`src/rtl/loader_pkg.sv`:
```
// Shared types and constants for the UART program loader.
// LOADER_CHECKSUM_EN enables the trailing XOR checksum byte and its state.
`timescale 1ns/1ps
package loader_pkg;

    localparam logic [7:0] LOADER_HEADER = 8'hA5;

    localparam logic [2:0] ST_IDLE   = 3'd0;
    localparam logic [2:0] ST_CNT_LO = 3'd1;
    localparam logic [2:0] ST_CNT_HI = 3'd2;
    localparam logic [2:0] ST_DATA   = 3'd3;
    localparam logic [2:0] ST_CSUM   = 3'd4;
    localparam logic [2:0] ST_DONE   = 3'd5;
    localparam logic [2:0] ST_ERR    = 3'd6;

    typedef enum logic [2:0] {
        S_IDLE   = ST_IDLE,
        S_CNT_LO = ST_CNT_LO,
        S_CNT_HI = ST_CNT_HI,
        S_DATA   = ST_DATA,
        S_CSUM   = ST_CSUM,
        S_DONE   = ST_DONE,
        S_ERR    = ST_ERR
    } state_e;

    typedef enum logic [1:0] {
        ERR_NONE     = 2'b00,
        ERR_TIMEOUT  = 2'b01,
        ERR_OVERFLOW = 2'b10,
        ERR_CHECKSUM = 2'b11
    } err_e;

endpackage

```
`src/rtl/word_assembler.sv`:
```
// Collects four bytes little-endian into a 32-bit word and strobes word_valid
// for one cycle after the fourth byte.
`timescale 1ns/1ps
module word_assembler (
    input  logic        clk,
    input  logic        reset_n,
    input  logic        clear,
    input  logic        byte_valid,
    input  logic [7:0]  byte_data,
    output logic        word_valid,
    output logic [31:0] word
);

    logic [1:0] byte_cnt;

    // Shifting in from the top leaves the first byte in bits 7:0 after four bytes
    always_ff @(posedge clk or negedge reset_n) begin
        if (!reset_n) begin
            byte_cnt   <= 2'd0;
            word_valid <= 1'b0;
            word       <= 32'd0;
        end else begin
            word_valid <= 1'b0;
            if (clear) begin
                byte_cnt <= 2'd0;
            end else if (byte_valid) begin
                word       <= {byte_data, word[31:8]};
                byte_cnt   <= byte_cnt + 2'd1;
                word_valid <= (byte_cnt == 2'd3);
            end
        end
    end

endmodule

```
`src/rtl/prog_loader.sv`:
```
// UART frame loader: A5, 16-bit word count, N little-endian words written to
// instruction memory; CPU held in reset until done. Optional LOADER_CHECKSUM_EN.
`timescale 1ns/1ps
module prog_loader
    import loader_pkg::*;
#(
    parameter int ADDR_W         = 10,
    parameter int TIMEOUT_CYCLES = 1000000
) (
    input  logic              clk,
    input  logic              reset_n,
    input  logic              rx_valid,
    input  logic [7:0]        rx_data,
    input  logic              reload,
    output logic              imem_we,
    output logic [ADDR_W-1:0] imem_addr,
    output logic [31:0]       imem_wdata,
    output logic              cpu_reset,
    output logic              done,
    output logic [1:0]        err_code,
    output logic [ADDR_W:0]   words_loaded
);

    localparam int          TMO_W     = $clog2(TIMEOUT_CYCLES + 1);
    localparam logic [16:0] MAX_WORDS = 17'd1 << ADDR_W;

    state_e            state, state_nxt;
    logic [1:0]        err_nxt;
    logic [15:0]       n_words;
    logic [15:0]       n_rx;
    logic [TMO_W-1:0]  tmo_cnt;
    logic              tmo_hit;
    logic              active;
    logic              frame_start;
    logic              reload_go;
    logic              last_write;
    logic              asm_byte;
`ifdef LOADER_CHECKSUM_EN
    logic [7:0]        csum_acc;
`endif

    assign n_rx        = {rx_data, n_words[7:0]};
    assign active      = (state == S_CNT_LO) || (state == S_CNT_HI) ||
                         (state == S_DATA)   || (state == S_CSUM);
    assign tmo_hit     = !rx_valid && (tmo_cnt == TMO_W'(TIMEOUT_CYCLES));
    assign frame_start = (state == S_IDLE) && rx_valid && (rx_data == LOADER_HEADER);
    assign reload_go   = ((state == S_DONE) || (state == S_ERR)) && reload;
    assign last_write  = imem_we && ((17'(words_loaded) + 17'd1) == {1'b0, n_words});
    assign asm_byte    = (state == S_DATA) && rx_valid;
    assign cpu_reset   = (state != S_DONE);
    assign done        = (state == S_DONE);

    word_assembler u_asm (
        .clk        (clk),
        .reset_n    (reset_n),
        .clear      (frame_start || reload_go),
        .byte_valid (asm_byte),
        .byte_data  (rx_data),
        .word_valid (imem_we),
        .word       (imem_wdata)
    );

    always_comb begin
        state_nxt = state;
        err_nxt   = err_code;
        case (state)
            S_IDLE: begin
                if (frame_start) state_nxt = S_CNT_LO;
            end
            S_CNT_LO: begin
                if (rx_valid) begin
                    state_nxt = S_CNT_HI;
                end else if (tmo_hit) begin
                    state_nxt = S_ERR;
                    err_nxt   = ERR_TIMEOUT;
                end
            end
            S_CNT_HI: begin
                if (rx_valid) begin
                    if ({1'b0, n_rx} > MAX_WORDS) begin
                        state_nxt = S_ERR;
                        err_nxt   = ERR_OVERFLOW;
                    end else if (n_rx == 16'd0) begin
`ifdef LOADER_CHECKSUM_EN
                        state_nxt = S_CSUM;
`else
                        state_nxt = S_DONE;
`endif
                    end else begin
                        state_nxt = S_DATA;
                    end
                end else if (tmo_hit) begin
                    state_nxt = S_ERR;
                    err_nxt   = ERR_TIMEOUT;
                end
            end
            S_DATA: begin
                // Leave only once the final word has actually been written
                if (last_write) begin
`ifdef LOADER_CHECKSUM_EN
                    state_nxt = S_CSUM;
`else
                    state_nxt = S_DONE;
`endif
                end else if (tmo_hit) begin
                    state_nxt = S_ERR;
                    err_nxt   = ERR_TIMEOUT;
                end
            end
`ifdef LOADER_CHECKSUM_EN
            S_CSUM: begin
                if (rx_valid) begin
                    if (rx_data == csum_acc) begin
                        state_nxt = S_DONE;
                    end else begin
                        state_nxt = S_ERR;
                        err_nxt   = ERR_CHECKSUM;
                    end
                end else if (tmo_hit) begin
                    state_nxt = S_ERR;
                    err_nxt   = ERR_TIMEOUT;
                end
            end
`endif
            S_DONE, S_ERR: begin
                if (reload) begin
                    state_nxt = S_IDLE;
                    err_nxt   = ERR_NONE;
                end
            end
            default: begin
                state_nxt = S_IDLE;
                err_nxt   = ERR_NONE;
            end
        endcase
    end

    always_ff @(posedge clk or negedge reset_n) begin
        if (!reset_n) begin
            state    <= S_IDLE;
            err_code <= ERR_NONE;
        end else begin
            state    <= state_nxt;
            err_code <= err_nxt;
        end
    end

    always_ff @(posedge clk or negedge reset_n) begin
        if (!reset_n) begin
            imem_addr    <= '0;
            words_loaded <= '0;
        end else if (frame_start || reload_go) begin
            imem_addr    <= '0;
            words_loaded <= '0;
        end else if (imem_we) begin
            imem_addr    <= imem_addr + ADDR_W'(1);
            words_loaded <= words_loaded + (ADDR_W+1)'(1);
        end
    end

    // Inter-byte watchdog only runs while a frame is in progress
    always_ff @(posedge clk or negedge reset_n) begin
        if (!reset_n) begin
            tmo_cnt <= '0;
            n_words <= 16'd0;
        end else begin
            if (!active || rx_valid) tmo_cnt <= '0;
            else                     tmo_cnt <= tmo_cnt + TMO_W'(1);
            if (state == S_CNT_LO && rx_valid) n_words[7:0]  <= rx_data;
            if (state == S_CNT_HI && rx_valid) n_words[15:8] <= rx_data;
        end
    end

`ifdef LOADER_CHECKSUM_EN
    always_ff @(posedge clk or negedge reset_n) begin
        if (!reset_n) begin
            csum_acc <= 8'd0;
        end else if (frame_start) begin
            csum_acc <= 8'd0;
        end else if (asm_byte) begin
            csum_acc <= csum_acc ^ rx_data;
        end
    end
`endif

endmodule

```
`config.mk`:
```
export PLATFORM = sky130hd
export DESIGN_NAME = prog_loader
export DESIGN_NICKNAME = d
export VERILOG_FILES = /design/src/rtl/loader_pkg.sv /design/src/rtl/word_assembler.sv /design/src/rtl/prog_loader.sv
export SDC_FILE = /design/constraint.sdc
export NUM_CORES = 1
export LEC_CHECK = 0
export BUFFER_PORTS_ARGS = -buffer_cell sky130_fd_sc_hd__clkbuf_2
export CELL_PAD_IN_SITES_DETAIL_PLACEMENT = 0
export CELL_PAD_IN_SITES_GLOBAL_PLACEMENT = 1
export CORE_MARGIN = 4
export CORE_UTILIZATION = 30
export DETAILED_ROUTE_END_ITERATION = 12
export PLACE_DENSITY_LB_ADDON = 0.1
export SYNTH_ARGS = -nofsm -noshare
export SYNTH_HDL_FRONTEND = slang
export SYNTH_SLANG_ARGS = --single-unit
```
`constraint.sdc`:
```
create_clock -name clk -period 4.9 [get_ports clk]
set_input_delay 0 -clock clk [delete_from_list [all_inputs] [get_ports clk]]
set_output_delay 0 -clock clk [all_outputs]
set_load 0.005 [all_outputs]
```
==> After elaboration in Yosys (flattened, before gate mapping) <==
Index checks and enable logic that the tools add are counted.
{ "word_totals": {"inputBits": 12, "ff_bits": 97, "elab_cells": 83, "output_inout_bits": 58} }
{ "op_classes": {"n_bitwise": 2, "reduce_logical": 24, "eq_ne": 16, "add_sub_neg": 5, "order_cmp": 1, "muxes": 25} }
{ "ops": {"columns": ["op", "n"], "rows": [
  ["3-bit two-way mux", 8],
  ["11-bit two-way mux", 2],
  ["20-bit by 1-bit adder with 20-bit output (second input constant)", 1],
  ["20-bit == test (second input constant)", 1],
  ["10-bit two-way mux", 2],
  ["20-bit two-way mux", 1],
  ["12-bit by 16-bit == test with 1-bit output", 1],
  ["16-bit by 11-bit greater-than comparator with 1-bit output (second input constant)", 1],
  ["16-bit zero test", 1],
  ["2-bit two-way mux", 8],
  ["3-bit case mux with 5 select lines", 1],
  ["11-bit by 1-bit adder with 12-bit output (second input constant)", 1],
  ["11-bit by 1-bit adder with 11-bit output (second input constant)", 1],
  ["10-bit by 1-bit adder with 10-bit output (second input constant)", 1],
  ["2-bit case mux with 5 select lines", 1],
  ["3-bit == test (second input constant)", 3],
  ["8-bit == test (second input constant)", 1],
  ["1-bit logical AND", 8],
  ["2-bit != test (second input constant)", 4],
  ["3-bit by 2-bit == test with 1-bit output (second input constant)", 2],
  ["1-bit logical OR", 6],
  ["5-bit AND reduction", 1],
  ["2-bit AND reduction", 2],
  ["2-bit nonzero test", 2],
  ["10 further kinds", 13]
]} }

==> Longest topological paths before layout <==
{ "depth": {"word_depth": 7, "ltp_mapped": 8} }

==> Hierarchy <==
A second synthesis with hierarchy kept.
{ "unflattened": {"cells_unflattened": 426, "hier_area_um2": 4843.4} }
{ "modules_own_cells": {"columns": ["mod", "seq_area_each_um2", "area_each_um2", "cells_each", "n_inst"], "rows": [
  ["prog_loader", 1551.5, 3368.2, 348, 1],
  ["word_assembler", 875.8, 1475.2, 78, 1]
]} }

==> Worst setup path before layout <==
Ideal clock, no wire load.
{ "synth_timing": {"path_type": "reg-to-reg", "from": "register words_loaded[0]", "to": "register state[1]", "path_slack_ns": 2.650, "arrival_ns": 2.132, "path_buffers": 0, "period_less_slack_ns": 2.250, "stages_incl_launch_ff": 9, "cell_sequence": "dfrtp_1 -> ha_1 -> and3_1 -> and3_1 -> a2111oi_2 -> nand2_1 -> a2111oi_4 -> o22ai_1 -> a21o_1"} }
{ "synth_between": {"elab_chain_len": 5} }
{ "synth_lines": {"columns": ["element", "line_no", "text"], "rows": [
  ["from (decl)", "prog_loader.sv:21", "output logic [ADDR_W:0] words_loaded"],
  ["from (signal assigned)", "prog_loader.sv:157", "words_loaded <= words_loaded + (ADDR_W+1)'(1);"],
  ["11-bit by 1-bit adder with 12-bit output", "prog_loader.sv:48", "assign last_write = imem_we && ((17'(words_loaded) + 17'd1) == {1'b0, n_words});"],
  ["12-bit by 16-bit == test with 1-bit output", "prog_loader.sv:48", null],
  ["1-bit logical AND", "prog_loader.sv:48", null],
  ["3-bit two-way mux", "prog_loader.sv:99", "if (last_write) begin"],
  ["3-bit case mux with 5 select lines", "prog_loader.sv:66", "case (state)"],
  ["to (signal assigned)", "prog_loader.sv:143", "state <= state_nxt;"],
  ["to (decl)", "prog_loader.sv:27", "state_e state, state_nxt;"]
]} }
Every way passes these cells.
A chain may end at the register's enable or synchronous reset.

==> Final worst setup path <==
Same ends and word-level chain as after synthesis.

==> flow_summary_export.csv <==
group,metric,value,unit
run_status,status,"finished, final reports clean",
synth,synth_area_per_cell,9.45,um^2
synth,synth_edf_count,0,
worst_setup_path,rr_startpoint,"words_loaded[0]$_DFFE_PN0P_",
synth,synth-seq-area-share,51.2,%
cts,clkSinkCount,97,
synth,synth_cells,502,
global_routing,grt_use_total,13.2,%
finish,design_area,5670,um^2
pwr,vdd_drop_max,0.149,mV
worst_setup_path,crit_start,"words_loaded[0]$_DFFE_PN0P_",
route,postRouteWirelength,11.4,mm
synth,synthAdderAreaFrac,1.32,%
route,avgRoutedWirePerCell,14.5,um
place,dp_hpwl,7.83,mm
cts,cts-root-buf,"clkbuf_16",
cts,clk_pin_slew,0.07,ns
synth,synth_seq_cells,97,
synth,synth.cell_area,4740,um^2
synth,yosys.cell_types.count,56,
finish,layout_common_cells,"nand2_1 (128), dfrtp_1 (97), clkbuf_2 (68)",
global_routing,grt_pass1_vias,3603,
worst_setup_path,crit_path_end_kind,"register",
sta,period_needed,2.46,ns
cts,numCtsBuffers,9,
sta,relSlewSlack,44.4,%
finish,syn_to_final_growth,19.5,%
floorplan,coreArea,15400,um^2
place,dpl_cell_area,5290,um^2
pwr,power,1.90,mW
sta,tightest_slew,0.833,ns
sta,rsz0062_at_grt,"false",
route,via_per_inst,4.61,
worst_setup_path,cp-start-kind,"register",
pwr,power_density,336,nW/um^2
floorplan,start_util,30.9,%
route,drcViolationCount,0,
sta,holdWs,0.0227,ns
sta,fin_crit_sh,50.3,%
synth,synth_xor_xnor_area_share,9.60,%
pwr,leakagePower,2.60,nW
cts,cts_tree,"built",
synth,synth_compound_area_share,6.78,%
worst_setup_path,cp.arrival,2.70,ns
floorplan,rows,45,
route,dr.first_iter.drc_count,210,
finish,finish.utilization,36.9,%
synth,synthArstFlopShare,100,%
flow_run,cap_violations,0,
cts,cts_buffer_depth,2,
synth,synth_nets,519,
global_routing,grt_max_degree,54,
min_path,hold_start,"reload",
global_routing,grt-ovfl-total,0,
cts,clk_latency,0.35,ns
global_routing,grt_pass1_wl,18.9,mm
sta,setup_viol,0,
worst_setup_path,path_class,"register to register",
finish,antenna_cells,0,
floorplan,dieHeight,134,um
route,vias,3635,
global_routing,antenna_found_initial,0,
finish,drive_gt1_share,19.7,%
floorplan,die_area,17900,um^2
synth,ys.warnings.count,0,
sta,slew_viol_final,0,
synth,synthMuxAreaShare,3.98,%
finish,final_common_cell,"nand2_1",
cts,post_cts_resized,0,
synth,synth_area_leader_cell,"dfrtp_1",
route,first_pass_iters,4,
cts,h-tree-depth,3,
min_path,hp-class,"input pin to register",
finish,finalNetCount,590,
sta,max_freq,0.406,GHz
synth,synth_top_family_by_area,"simple AND/OR/NAND/NOR gates",
floorplan,fp.dieW,134,um
route,antenna_left,0,
cts,post-cts-setup-buffers,0,
synth,synthTopCellsByArea,"dfrtp_1 (51%), nand2_1 (10%), xor2_1 (6.1%)",
synth,synth_top_cell_area_share,51.2,%
synth,synthSimpleGateAreaFrac,24.2,%
place,portBuffers,69,
sta,finalHoldViolations,0,
sta,skew,0.00931,ns
worst_setup_path,cp.required,5.14,ns
synth,ys.flop_type,"dfrtp_1",
place,gp_congestion,0.801,
floorplan,io_pins,70,
sta,final.setup.tns,0,ns
worst_setup_path,crit_fanout,6,
[sequential cells by signal, summed over array words and instances, names as in the netlist]
signal,flops
u_asm.word,32
tmo_cnt,20
n_words,16
words_loaded,11
imem_addr,10
state,3
err_code,2
u_asm.byte_cnt,2
u_asm.word_valid,1
[synthesized netlist by cell type, types with 9 or more instances]
cell type / n
dfrtp_1: 97
nor2_1: 59
xnor2_1: 19
xor2_1: 33
o21ai_0: 9
nand2_1: 128
a21oi_1: 9
inv_1: 11
nand4_1: 12
clkbuf_1: 14
nand3_1: 16
mux2_2: 15
[final cells by class]
class,instances,area [um^2]
Timing Repair Buffer,81,460
Sequential cell,97,2430
Inverter,12,45.0
Tap cell,211,264
Clock inverter,4,32.5
Clock buffer,12,256
Fill cell,1612,9700
Multi-Input combinational cell,372,2180
[per-stage QoR]
| stage | worst slack, ns | cells |
|---|---|---|
| 2_1_floorplan | 2.65 | 502 |
| 3_5_place_dp | 2.41 | 764 |
| 4_1_cts | 2.38 | 789 |
| 6_report | 2.44 | 789 |
| 5_1_grt | 2.15 | 789 |
| 3_3_place_gp | 2.48 | 764 |
[logic make-up (layout without fill, tap and decap cells)]
logic type / count (synthesis) / in the layout
and+or+nand+nor: 254 / 254
muxes: 17 / 17
xor gates and xnor gates: 52 / 52
adders and majority gates: 5 / 5
AOI/OAI and AO/OA: 44 / 44
DFF: 97 / 97
buffers and inverters: 33 / 109
[per-layer routing]
layer,share of wire (%),GRT usage [%]
met1,50,18.5
met2,45,20.3
met3,3.5,3.06
met4,1.2,3.77
met5,0,0
[report_power, final]
group / switching [mW] / internal, mW
clock network: 0.315 / 0.376
registers: 0.0662 / 0.855
logic: 0.157 / 0.135
total: 0.538 / 1.37
[path summary, 6_finish.rpt]
check,slack [ns],cells past startpoint,endpoint
min in group asynchronous,0.25,2,u_asm.word[6]$_DFFE_PN0P_
max reg2reg,2.44,8,state[1]$_DFFE_PN0P_
max in group asynchronous,3.56,3,imem_addr[0]$_DFFE_PN0P_
max,2.44,8,state[1]$_DFFE_PN0P_
min,0.02,4,err_code[0]$_DFFE_PN0P_
min reg2reg,0.47,2,u_asm.word[0]$_DFFE_PN0P_
[critical path: stages, from the launching register on]
cell       delay [ns]
dfrtp_1          0.45
ha_1             0.28
and3_1           0.20
and3_1           0.22
a2111oi_2        0.29
nand2_1          0.13
a2111oi_4        0.47
o22ai_1          0.12
a21o_1           0.19
[what timing repair did]
item / 4_1_cts / 5_1_grt
setup endpoints to repair: 0 / 0
hold buffers: 9 / 0
hold endpoints to repair: 70 / 0
(Power assumes the default switching activity.)
